<file path="src/rtl/aux_counter_bank.sv">
// Bank of NCH auxiliary counters with per-channel load/inc/dec, terminal-count compare,
// sticky overflow flags and a registered readout port. Define AUX_CNT_IRQ_EN for TC interrupts.
module aux_counter_bank #(
   parameter int WIDTH    = 6,
   parameter int NCH      = 4,
   parameter int CHW      = 2,
   parameter int SATURATE = 0
) (
   input  logic              clk,
   input  logic              rstn,
   input  logic [NCH-1:0]    clr_i,
   input  logic              en_i,
   input  logic [CHW-1:0]    ch_i,
   input  logic [1:0]        op_i,
   input  logic [WIDTH-1:0]  data_i,
   input  logic [CHW-1:0]    rd_ch_i,
   output logic [WIDTH-1:0]  cnt_o,
   output logic [NCH-1:0]    tc_o,
`ifdef AUX_CNT_IRQ_EN
   output logic              irq_o,
   input  logic [NCH-1:0]    irq_ack_i,
`endif
   output logic [NCH-1:0]    ovf_o
);

   localparam logic [1:0]       OP_LOAD  = 2'b00;
   localparam logic [1:0]       OP_INC   = 2'b01;
   localparam logic [1:0]       OP_DEC   = 2'b10;
   localparam logic [1:0]       OP_LIMIT = 2'b11;
   localparam logic [WIDTH-1:0] ALL1     = '1;
   localparam logic [WIDTH-1:0] ZERO     = '0;

   logic [WIDTH-1:0] r_cnt [NCH];
   logic [WIDTH-1:0] r_lim [NCH];
   logic [NCH-1:0]   r_ovf;
   logic [WIDTH-1:0] r_cnt_o;

   logic [WIDTH-1:0] w_cnt_nxt [NCH];
   logic [WIDTH-1:0] w_lim_nxt [NCH];
   logic [NCH-1:0]   w_ovf_nxt;
   logic [NCH-1:0]   w_tc;
   logic [WIDTH-1:0] w_rd;

   // Out-of-range channel indices never match any i, so such commands fall through.
   always_comb begin
      for (int i = 0; i < NCH; i++) begin
         w_cnt_nxt[i] = r_cnt[i];
         w_lim_nxt[i] = r_lim[i];
         w_ovf_nxt[i] = r_ovf[i];
         if (clr_i[i]) begin
            w_cnt_nxt[i] = ZERO;
            w_ovf_nxt[i] = 1'b0;
         end else if (en_i && (ch_i == CHW'(i))) begin
            case (op_i)
               OP_LOAD:  w_cnt_nxt[i] = data_i;
               OP_LIMIT: w_lim_nxt[i] = data_i;
               OP_INC: begin
                  if (r_cnt[i] == ALL1) begin
                     w_ovf_nxt[i] = 1'b1;
                     w_cnt_nxt[i] = (SATURATE != 0) ? ALL1 : ZERO;
                  end else begin
                     w_cnt_nxt[i] = r_cnt[i] + 1'b1;
                  end
               end
               OP_DEC: begin
                  if (r_cnt[i] == ZERO) begin
                     w_ovf_nxt[i] = 1'b1;
                     w_cnt_nxt[i] = (SATURATE != 0) ? ZERO : ALL1;
                  end else begin
                     w_cnt_nxt[i] = r_cnt[i] - 1'b1;
                  end
               end
               default: ;
            endcase
         end
      end
   end

   always_comb begin
      w_rd = ZERO;
      for (int i = 0; i < NCH; i++) begin
         w_tc[i] = (r_cnt[i] == r_lim[i]);
         if (rd_ch_i == CHW'(i)) w_rd = r_cnt[i];
      end
   end

   always_ff @(posedge clk or negedge rstn) begin
      if (!rstn) begin
         for (int i = 0; i < NCH; i++) begin
            r_cnt[i] <= ZERO;
            r_lim[i] <= ALL1;
         end
         r_ovf   <= '0;
         r_cnt_o <= ZERO;
      end else begin
         for (int i = 0; i < NCH; i++) begin
            r_cnt[i] <= w_cnt_nxt[i];
            r_lim[i] <= w_lim_nxt[i];
         end
         r_ovf   <= w_ovf_nxt;
         r_cnt_o <= w_rd;
      end
   end

   assign cnt_o = r_cnt_o;
   assign tc_o  = w_tc;
   assign ovf_o = r_ovf;

`ifdef AUX_CNT_IRQ_EN
   logic [NCH-1:0] r_tc_q;
   logic [NCH-1:0] r_pend;
   logic           r_irq;
   logic [NCH-1:0] w_pend_nxt;

   // A new rising edge beats a same-cycle acknowledge so no event is lost.
   assign w_pend_nxt = (w_tc & ~r_tc_q) | (r_pend & ~irq_ack_i);

   always_ff @(posedge clk or negedge rstn) begin
      if (!rstn) begin
         r_tc_q <= '0;
         r_pend <= '0;
         r_irq  <= 1'b0;
      end else begin
         r_tc_q <= w_tc;
         r_pend <= w_pend_nxt;
         r_irq  <= |w_pend_nxt;
      end
   end

   assign irq_o = r_irq;
`endif

endmodule

</file>
<file path="config.mk">
export PLATFORM = sky130hd
export DESIGN_NAME = aux_counter_bank
export DESIGN_NICKNAME = d
export VERILOG_FILES = /design/src/rtl/aux_counter_bank.sv
export SDC_FILE = /design/constraint.sdc
export NUM_CORES = 1
export LEC_CHECK = 0
export ABC_CLOCK_PERIOD_IN_PS = 4600
export CAP_MARGIN = 20
export CORE_MARGIN = 2
export CORE_UTILIZATION = 50
export CTS_CLUSTER_SIZE = 30
export DETAILED_ROUTE_END_ITERATION = 10
export DONT_BUFFER_PORTS = 1
export GPL_TIMING_DRIVEN = 0
export PLACE_DENSITY_LB_ADDON = 0.25
export SYNTH_ARGS = -nofsm -noshare
export SYNTH_HDL_FRONTEND = slang
export SYNTH_SLANG_ARGS = --single-unit
</file>
<file path="constraint.sdc">
create_clock -name clk -period 4.6 [get_ports clk]
set_input_delay 0.92 -clock clk [delete_from_list [all_inputs] [get_ports clk]]
set_output_delay 0.92 -clock clk [all_outputs]
set_load 0.01 [all_outputs]
</file>
==> summary.md <==
| Metric | Value |
|---|---|
| Outcome | `completed` |
| Synth unique cells | `60` |
| DRT Pass-1 Iters | `6` |
| Final Hold Vio Count | `0` |
| IO Pins | `33` |
| EDFF count, synth | `0` |
| Critical Path RT | `roughly 3.7 ns` |
| Die Span Y | `roughly 95 um` |
| Fillers | `801` |
| Maximum fanout along the worst path | `10` |
| CTS buffer count | `9` |
| Clk_lat worst skew | `around 0.34 ns` |
| Slew at the pin closest to its max-slew limit | `between 0.8 and 0.9 ns` |
| Power Density | `roughly 300 nW/um^2` |
| Post-DP HPWL | `~8 mm` |
| Setup Skew | `around 0.0083 ns` |
| Layout area overhead | `7.21%` |
| H-tree levels | `3` |
| Max Buffers Root-to-Sink | `2` |
| Tcrit/Tclk final | `roughly 60%` |
| Final setup fails | `0` |
| Critical path start-end classification | `reg -> out` |
| Post-synthesis sequential area ratio | `between 30% and 40%` |
| First-pass GRT wire length | `about 19 mm` |
| FP Rows | `33` |
| Nets | `~490` |
| Post-synth ARST share | `100%` |
| Setup TNS | `0 ns` |
| Overall routing resource usage | `between 20% and 30%` |
| Syn Nets | `between 400 and 500` |
| Sequential Area | `between 1000 and 1500 um^2` |
| Synth Register Bits | `58` |
| Pleak | `1.73 nW` |
| Pin count of the biggest net entering global routing | `59` |
| Minimum clock period | `between 2 and 3 ns` |
| Number of diodes | `0` |
| Count of input and output buffers | `0` |
| Setup Fix Bufs, Post-CTS | `0` |
| Fmax | `~0.36 GHz` |
| Crit. End Element | `output pin` |
| Avg Cell Area, Syn | `9.18 um^2` |
| Vias in the first global route | `between 3000 and 4000` |
| Die ar. | `slightly below 9000 um^2` |
| Root Buffer | `clkbuf_8` |
| Multi-input gate area | `2370 um^2` |
| Post-CTS Hold Buffers | `0` |
| CTS tree | `done` |
| Unrepaired setup endpoints after global routing | `false` |
| Max_slew headroom | `40.1%` |
| R2R cell count | `8` |
| # resized after CTS | `0` |
| Antenna violations before repair | `0` |
| Remaining DRCs | `0` |
| Synth Flop Type | `dfrtp_1` |
| Final antenna-violating net count | `0` |
| Vias per std cell | `6.33` |
| Clk slew on worst S/H paths | `0.07 ns` |
| Post-Syn Instances | `446` |
| Layout cells sized above 1 | `between 10% and 20%` |
| Final Max Slew Viols | `0` |
| Routed Wire Length | `~12 mm` |
| CP Launch Type | `register` |
| Total gr overflow | `0` |
| Hold Crit Class | `in -> async` |
| Initial Utilization | `between 50% and 60%` |
| Max-cap violations | `0` |
| Final Worst Setup Slack | `between 1.5 and 2 ns` |
| DRT iter0 DRCs | `~280` |
| Max rail drop VDD | `0.000233 V` |
| Commonest non-fill, non-tap cell in the layout | `dfrtp_1` |
| CP Data Arrival Time | `1.83 ns` |
| WL/cell | `around 21 um` |
| Synthesis Warnings | `0` |
| Routability congestion estimate | `about 0.92` |
| Die width | `94.5 um` |
| DP Worst Slack | `1.68 ns` |
| Core Box Area | `8090 um^2` |
| Vias post-DR | `between 3000 and 4000` |
| Most frequent cells in the layout | `34 x dfrtp_1, 33 x nor2_1, 33 x a21oi_1` |
| Clk sinks | `58` |
| Cell area after synthesis | `4100 um^2` |
==> cells in the mapped netlist (all sizes together), types with 7 or more instances <==
cell type	instances	area, um^2
xnor2	21	184
dfrtp	34	851
nand3	16	80.1
nor2	33	124
mux2	24	270
a31oi	7	43.8
xor2	19	166
o21ai	23	115
nor3	12	60.1
ha	16	200
clkbuf	29	109
buf	14	75.1
nand2	27	101
a21oi	33	165
inv	15	56.3
dfstp	24	631
==> sequential cells by signal, indices dropped and copies added, names as in the netlist <==
register  count
cnt_o         6
ovf_o         4
r_cnt        24
r_lim        24
==> final timing paths <==
path / start / end / slack (ns)
setup / recovery: r_cnt[2] / tc_o[3] / 1.85
hold / removal: rstn / r_cnt[1] / 0.27
setup reg to reg: r_cnt[12] / r_cnt[15] / 2.33
hold reg to reg: ovf_o[3] / ovf_o[3] / 0.58
max in group asynchronous: rstn / r_lim[17] / 4.13
min in group clk: ovf_o[3] / ovf_o[3] / 0.58
==> critical path: stages (launching register included) <==
cell     delay (ns)
dfrtp_1        0.42
buf_1          0.43
xnor2_1        0.18
nand4_1        0.12
nor3_1         0.34
==> power by group <==
part | switching, mW | internal (mW)
logic | 0.153 | 0.121
registers | 0.0332 | 0.592
clock network | 0.204 | 0.208
==> final cells by class <==
class | instances | share of cell area (%)
plain buffers | 43 | 4.19
clock buffers | 13 | 3.39
clock inverters | 3 | 0.342
inverters | 16 | 1.37
multi-input cells | 329 | 54.0
flip-flops and latches | 58 | 33.7
well taps | 105 | 2.99
==> metrics by stage <==
stage | instance area (um^2) | hold WS [ns] | instances | power, mW | util [%]
5_1_grt | 4390 | 0.246 | 567 | 1.38 | 54.3
6_report | 4390 | 0.270 | 567 | 1.31 | 54.3
3_3_place_gp | 4230 | 0.553 | 551 | 0.897 | 52.2
4_1_cts | 4390 | 0.255 | 567 | 1.32 | 54.3
3_5_place_dp | 4230 | 0.574 | 551 | 0.903 | 52.2
2_1_floorplan | 4100 | 0.527 | 446 | 0.839 | -
==> cell families after synthesis <==
family | share of synthesized area [%]
flops | 36.2
fa+ha+maj | 4.89
buf+inv | 5.96
mux | 11.0
simple gates | 17.0
xor+xnor | 8.55
compound gates | 16.4
==> routing by layer <==
metal	vias to the layer above	track usage, %	share of wire [%]
met5	-	0	0
met4	0	11.2	3.6
met3	35	7.66	9.1
met2	188	42.7	44
met1	1744	38.3	43
li1	1621	-	-
Note: power is estimated with default switching activity, not from simulation.
